## src/rtl/cu_pkg.sv

```systemverilog
// Shared definitions for the micro-coded control unit: opcodes, sequencer states, phase width.
package cu_pkg;
  localparam int PHASE_W = 2;
  localparam int OPC_W   = 4;

  localparam logic [OPC_W-1:0] CU_OP_HLT = 4'hF;
  localparam logic [OPC_W-1:0] CU_OP_SKF = 4'hE;

  typedef enum logic [1:0] {
    ST_IDLE      = 2'd0,
    ST_RUN       = 2'd1,
    ST_WAIT_STEP = 2'd2,
    ST_HALTED    = 2'd3
  } seq_state_t;
endpackage

```

## src/rtl/cu_sequencer_if.sv

```systemverilog
// Control/status bundle between the run controller and its host/datapath.
interface cu_sequencer_if #(parameter int ADDR_W = 5);
  logic              start;
  logic              abort;
  logic              step_mode;
  logic              step;
  logic [3:0]        opcode;
  logic              flag;
  logic [ADDR_W-1:0] addr;
  logic              T0, T1, T2, T3;
  logic              busy;
  logic              done;
  logic              halted;

  modport master (
    output start, abort, step_mode, step, opcode, flag,
    input  addr, T0, T1, T2, T3, busy, done, halted
  );

  modport slave (
    input  start, abort, step_mode, step, opcode, flag,
    output addr, T0, T1, T2, T3, busy, done, halted
  );
endinterface

```

## src/rtl/cu_phase_gen.sv

```systemverilog
// Four-phase timing generator: 2-bit phase counter with clear/enable and one-hot strobe decode.
module cu_phase_gen
  import cu_pkg::*;
(
  input  logic               clk,
  input  logic               rst,
  input  logic               clr,
  input  logic               en,
  input  logic               run,
  output logic [PHASE_W-1:0] phase,
  output logic [3:0]         t
);
  logic [PHASE_W-1:0] phase_q, phase_d;

  always_comb begin
    phase_d = phase_q;
    if (clr)     phase_d = '0;
    else if (en) phase_d = phase_q + 1'b1;
  end

  always_ff @(posedge clk) begin
    if (rst) phase_q <= '0;
    else     phase_q <= phase_d;
  end

  // run comes from the registered state, so strobes are purely flop-driven
  assign phase = phase_q;
  assign t     = run ? (4'b0001 << phase_q) : 4'b0000;
endmodule

```

## src/rtl/cu_sequencer.sv

```systemverilog
// Run controller: sequences T0..T3 and the microprogram counter with start/done, halt,
// conditional skip, single-step and abort.
module cu_sequencer
  import cu_pkg::*;
#(
  parameter int               ADDR_W   = 5,
  parameter int               PROG_LEN = 32,
  parameter logic [OPC_W-1:0] OP_HLT   = CU_OP_HLT,
  parameter logic [OPC_W-1:0] OP_SKF   = CU_OP_SKF
) (
  input  logic           sys_clk,
  input  logic           sys_rst,
  cu_sequencer_if.slave  bus
);
  // last legal address, held one bit wider so addr+2 cannot wrap past it
  localparam logic [ADDR_W:0] LAST = (ADDR_W+1)'(PROG_LEN - 1);

  seq_state_t          state_q, state_d;
  logic [ADDR_W-1:0]   addr_q, addr_d;
  logic                done_q, done_d;
  logic                ph_clr, ph_en;
  logic [PHASE_W-1:0]  phase;
  logic [3:0]          t;
  logic [ADDR_W:0]     inc, sum;

  cu_phase_gen u_phase (
    .clk   (sys_clk),
    .rst   (sys_rst),
    .clr   (ph_clr),
    .en    (ph_en),
    .run   (state_q == ST_RUN),
    .phase (phase),
    .t     (t)
  );

  always_comb begin
    state_d = state_q;
    addr_d  = addr_q;
    done_d  = 1'b0;
    ph_clr  = 1'b0;
    ph_en   = 1'b0;
    inc     = (bus.opcode == OP_SKF && bus.flag) ? (ADDR_W+1)'(2) : (ADDR_W+1)'(1);
    sum     = {1'b0, addr_q} + inc;

    if (bus.abort && state_q != ST_IDLE) begin
      state_d = ST_IDLE;
      addr_d  = '0;
      ph_clr  = 1'b1;
    end else begin
      case (state_q)
        ST_IDLE, ST_HALTED: begin
          if (bus.start) begin
            state_d = ST_RUN;
            addr_d  = '0;
            ph_clr  = 1'b1;
          end
        end
        ST_RUN: begin
          ph_en = 1'b1;
          if (phase == PHASE_W'(3)) begin
            if (bus.opcode == OP_HLT) begin
              state_d = ST_HALTED;
              done_d  = 1'b1;
            end else if ({1'b0, addr_q} == LAST || sum > LAST) begin
              // sum > LAST is only reachable through a skip
              state_d = ST_IDLE;
              addr_d  = '0;
              done_d  = 1'b1;
            end else begin
              addr_d = sum[ADDR_W-1:0];
              if (bus.step_mode) state_d = ST_WAIT_STEP;
            end
          end
        end
        ST_WAIT_STEP: begin
          if (bus.step) begin
            state_d = ST_RUN;
            ph_clr  = 1'b1;
          end
        end
        default: state_d = ST_IDLE;
      endcase
    end
  end

  always_ff @(posedge sys_clk) begin
    if (sys_rst) begin
      state_q <= ST_IDLE;
      addr_q  <= '0;
      done_q  <= 1'b0;
    end else begin
      state_q <= state_d;
      addr_q  <= addr_d;
      done_q  <= done_d;
    end
  end

  assign bus.addr   = addr_q;
  assign bus.T0     = t[0];
  assign bus.T1     = t[1];
  assign bus.T2     = t[2];
  assign bus.T3     = t[3];
  assign bus.busy   = (state_q == ST_RUN) || (state_q == ST_WAIT_STEP);
  assign bus.done   = done_q;
  assign bus.halted = (state_q == ST_HALTED);
endmodule
```

## src/flat_wrapper.sv

```systemverilog
// flat-port wrapper written by rule: the top's interface ports become plain ports
module cu_sequencer_flat import cu_pkg::*;
#(
  parameter int               ADDR_W   = 5,
  parameter int               PROG_LEN = 32,
  parameter logic [OPC_W-1:0] OP_HLT   = CU_OP_HLT,
  parameter logic [OPC_W-1:0] OP_SKF   = CU_OP_SKF
)
  (sys_clk, sys_rst, bus_start, bus_abort, bus_step_mode, bus_step, bus_opcode, bus_flag, bus_addr, bus_T0, bus_T1, bus_T2, bus_T3, bus_busy, bus_done, bus_halted);
  cu_sequencer_if #(.ADDR_W(ADDR_W)) bus_i ();
  input  logic sys_clk;
  input  logic sys_rst;
  input wire logic [$bits(bus_i.start)-1:0] bus_start;
  input wire logic [$bits(bus_i.abort)-1:0] bus_abort;
  input wire logic [$bits(bus_i.step_mode)-1:0] bus_step_mode;
  input wire logic [$bits(bus_i.step)-1:0] bus_step;
  input wire logic [$bits(bus_i.opcode)-1:0] bus_opcode;
  input wire logic [$bits(bus_i.flag)-1:0] bus_flag;
  output wire logic [$bits(bus_i.addr)-1:0] bus_addr;
  output wire logic [$bits(bus_i.T0)-1:0] bus_T0;
  output wire logic [$bits(bus_i.T1)-1:0] bus_T1;
  output wire logic [$bits(bus_i.T2)-1:0] bus_T2;
  output wire logic [$bits(bus_i.T3)-1:0] bus_T3;
  output wire logic [$bits(bus_i.busy)-1:0] bus_busy;
  output wire logic [$bits(bus_i.done)-1:0] bus_done;
  output wire logic [$bits(bus_i.halted)-1:0] bus_halted;
  assign bus_i.start = bus_start;
  assign bus_i.abort = bus_abort;
  assign bus_i.step_mode = bus_step_mode;
  assign bus_i.step = bus_step;
  assign bus_i.opcode = bus_opcode;
  assign bus_i.flag = bus_flag;
  assign bus_addr = bus_i.addr;
  assign bus_T0 = bus_i.T0;
  assign bus_T1 = bus_i.T1;
  assign bus_T2 = bus_i.T2;
  assign bus_T3 = bus_i.T3;
  assign bus_busy = bus_i.busy;
  assign bus_done = bus_i.done;
  assign bus_halted = bus_i.halted;
  cu_sequencer #(.ADDR_W(ADDR_W), .PROG_LEN(PROG_LEN), .OP_HLT(OP_HLT), .OP_SKF(OP_SKF)) u_core (.sys_clk(sys_clk), .sys_rst(sys_rst), .bus(bus_i));
endmodule
```

## config.mk

```make
export PLATFORM = sky130hd
export DESIGN_NAME = cu_sequencer_flat
export DESIGN_NICKNAME = d
export VERILOG_FILES = /design/src/rtl/cu_pkg.sv /design/src/rtl/cu_sequencer_if.sv /design/src/rtl/cu_phase_gen.sv /design/src/rtl/cu_sequencer.sv /design/src/flat_wrapper.sv
export SDC_FILE = /design/constraint.sdc
export NUM_CORES = 1
export LEC_CHECK = 0
export CORE_MARGIN = 3
export CORE_UTILIZATION = 45
export CTS_CLUSTER_SIZE = 20
export DETAILED_ROUTE_END_ITERATION = 7
export PLACE_DENSITY = 0.87
export SETUP_SLACK_MARGIN = 0.05
export SYNTH_ARGS = -nofsm -noshare
export SYNTH_HDL_FRONTEND = slang
export SYNTH_SLANG_ARGS = --single-unit
```

## constraint.sdc

```tcl
create_clock -name sys_clk -period 2.41 [get_ports sys_clk]
set_input_delay 0.3615 -clock sys_clk [delete_from_list [all_inputs] [get_ports sys_clk]]
set_output_delay 0.3615 -clock sys_clk [all_outputs]
set_load 0.03 [all_outputs]
```

==> impl_results.md <==
* Site Rows at 14
* CTS root buffer: clkbuf_4
* WL final at approximately 1.9 mm
* Syn Nets at 108
* Wire per inst at 14.1 um
* Yosys top cell by area: dfxtp_1
* Post-route cell area at between 1000 and 1500 sq um
* Netlist area before placement at around 740 sq um
* Commonest cells in the netlist: dfxtp_1 (10), ha_1 (10), inv_1 (10), a21oi_1 (9), nor2_1 (6)
* Drt first pass iters at 4
* Vias in the first global route at approximately 730
* Worst path bufs/invs at 2
* Final clock period utilization by the worst path at 92.5%
* GRT Util Overall at a little under 20%
* Gpl congestion at ~0.9
* Routed Antenna Nets at 0
* Critical path required time at 2050 ps
* Slowest-stage cell, CP: clkdlybuf4s50_1
* Setup TNS at 0 ps
* Port buffer count at 22
* RR Startpoint: u_core.state_q[1]$_SDFFE_PP0P_
* Drt first-iter violations at 28
* CTS tree: done
* Initial antenna violation count at 0
* Async set-reset flop share out of synthesis at 0%
* Least-Margin Pin Slew at around 400 ps
* Final Total Pwr at 1.00 mW
* Critical Path AT at 1870 ps
* H-Tree Level Count at 1
* Unrepaired setup endpoints after global routing: true
* Initial core utilization at slightly below 50%
* Die X at 46.5 um
* First-pass GRT wire length at just over 3 mm
* YS warnings at 0
* Clock Skew at 3.33 ps
* Sink count of the clock tree at 10
* I/O pin total at 23
* Share of Yosys cell area claimed by the top area cell type at between 20% and 30%
* Critical-path cell list: inv_1 -> ha_2 -> and2_2 -> clkdlybuf4s50_1
* Power per cell area at approximately 940 nW/um^2
* Nets@finish at 141
* Hold WC Path Type: reg2reg
* Peak supply drop at roughly 0.5 mV
* Critical path's largest stage delay at between 600 and 700 ps
* Fin. max-slew vios at 0
* Placed Area at 1020 sq um
* Area delta synth->final at 43.8%
* Share of layout cells above drive strength 1 at approximately 18%
* Max-slew headroom at between 70% and 80%
* Fmax at approximately 450 MHz
* Fin. Hold Viols at 0
* CP Max Fanout at 10
* Die height at 46.5 um
* Clk slew on worst S/H paths at approximately 70 ps
* Worst setup EP type: output pin
* Synth unique cells at 32
* Clock tree buffer depth at 2
* Post-synthesis sequential area ratio at 27.1%
* Postcts setup bufs at 0
* Area of the core at 1520 sq um
* Outcome: finished clean
* Lkg Pwr at between 0.4 and 0.5 nW
* Die area at around 2200 sq um
* Syn Inst Count at 86
* Drc violations at 0
* CTS buffer count at 3
* Vias per cell at approximately 5.8
* Final worst path period need at 2230 ps
* Worst setup path start: u_core.state_q[1]$_SDFFE_PP0P_
* Ant diodes at 0
* DP HPWL at 1.50 mm
* Largest net degree at the start of global routing at 11
* Type of the worst setup path: reg2out
* GR Overflow Total at 0
* Final worst slack at roughly 180 ps
* Largest cells by area after synthesis: dfxtp_1 (27%), ha_1 (17%), a21oi_1 (6.1%)
* Post-synth EDFFs at 0
* Via count at 774
* Avg Inst Size Synth at about 8.6 sq um
* CP delay by family, top: buffers and inverters
* #FFs+latches synth at 10
* Number of max-cap violations at 0
* Synth Flop Type: dfxtp_1
* Place WS at -140 ps
* Clk_lat worst skew at between 200 and 300 ps
* Hold_sp: u_core.bus.addr[3]$_SDFFE_PP0P_
* Critical Path Start Type: flip-flop
* # setup viols final at 0
==> cell families after synthesis <==
kind of cell | after synthesis | synth area share [%]
and+or+nand+nor | 25 | 20.1
buffers and inverters | 10 | 5.08
AOI/OAI and AO/OA | 28 | 25.6
DFF | 10 | 27.1
muxes | 1 | 1.35
adders and majority gates | 11 | 19.6
xor gates and xnor gates | 1 | 1.18
==> registers in the layout (all words and copies together), names as in the netlist <==
register              flops
u_core.bus.addr           5
u_core.state_q            2
u_core.u_phase.phase      2
u_core.bus.done           1
==> layer usage <==
| layer | wire, um | track usage, % | up-vias |
|---|---|---|---|
| met5 | 0 | 0 | - |
| met4 | 18 | 4.55 | 0 |
| met3 | 125 | 7.81 | 5 |
| met2 | 966 | 35.4 | 23 |
| met1 | 779 | 21.2 | 366 |
| li1 | - | - | 380 |
==> through the flow <==
stage	hold WS (ps)	utilization (%)	cells
floorplan	492	-	86
global placement	490	67.2	130
detailed placement	492	67.2	130
CTS	511	69.6	134
global route	543	69.8	134
finish	520	69.8	134
==> final timing paths <==
kind | end | slack, ps | cells past startpoint
max | bus_T3 | 180 | 4
min reg2reg | u_core.bus.addr[3]$_SDFFE_PP0P_ | 520 | 2
max reg2reg | u_core.bus.addr[4]$_SDFFE_PP0P_ | 460 | 6
min | u_core.bus.addr[3]$_SDFFE_PP0P_ | 520 | 2
==> what timing repair did <==
action	CTS	global route
hold buffers	0	0
gates resized for setup	0	2
endpoints found under the hold margin	0	0
setup endpoints to repair	0	6
==> cells in the final DEF (no fill, tap or decap), drive strengths merged, types with 2 or more instances in the layout <==
cell	count
nand3	3
a21oi	9
o21ai	5
nor2	6
nand4	3
a21o	2
nand2	2
clkdlybuf4s50	22
clkbuf	4
ha	10
o31ai	2
dfxtp	10
or2b	2
buf	6
and2	4
inv	10
==> where the power goes <==
group | switching (mW) | internal (mW) | leakage [nW]
Clock | 0.0610 | 0.0918 | 0.0210
Sequential | 0.0344 | 0.198 | 0.0811
Combinational | 0.357 | 0.261 | 0.340
Total | 0.452 | 0.550 | 0.442
==> worst register-to-register path, delay by kind of cell, from the launching register on <==
family                     cells  cell delay [ps]
and+or+nand+nor                2              730
AOI/OAI and AO/OA              2              300
buffers and inverters          1              100
DFF                            1              390
adders and majority gates      1              360
==> cell type report <==
cell class / instances / area, sq um
Clock buffer: 4 / 36.3
Inverter: 10 / 37.5
Sequential cell: 10 / 200
Tap cell: 16 / 20.0
Fill cell: 131 / 460
Multi-Input combinational cell: 66 / 504
Timing Repair Buffer: 28 / 265
No activity file was read; power rests on OpenSTA's default activity.
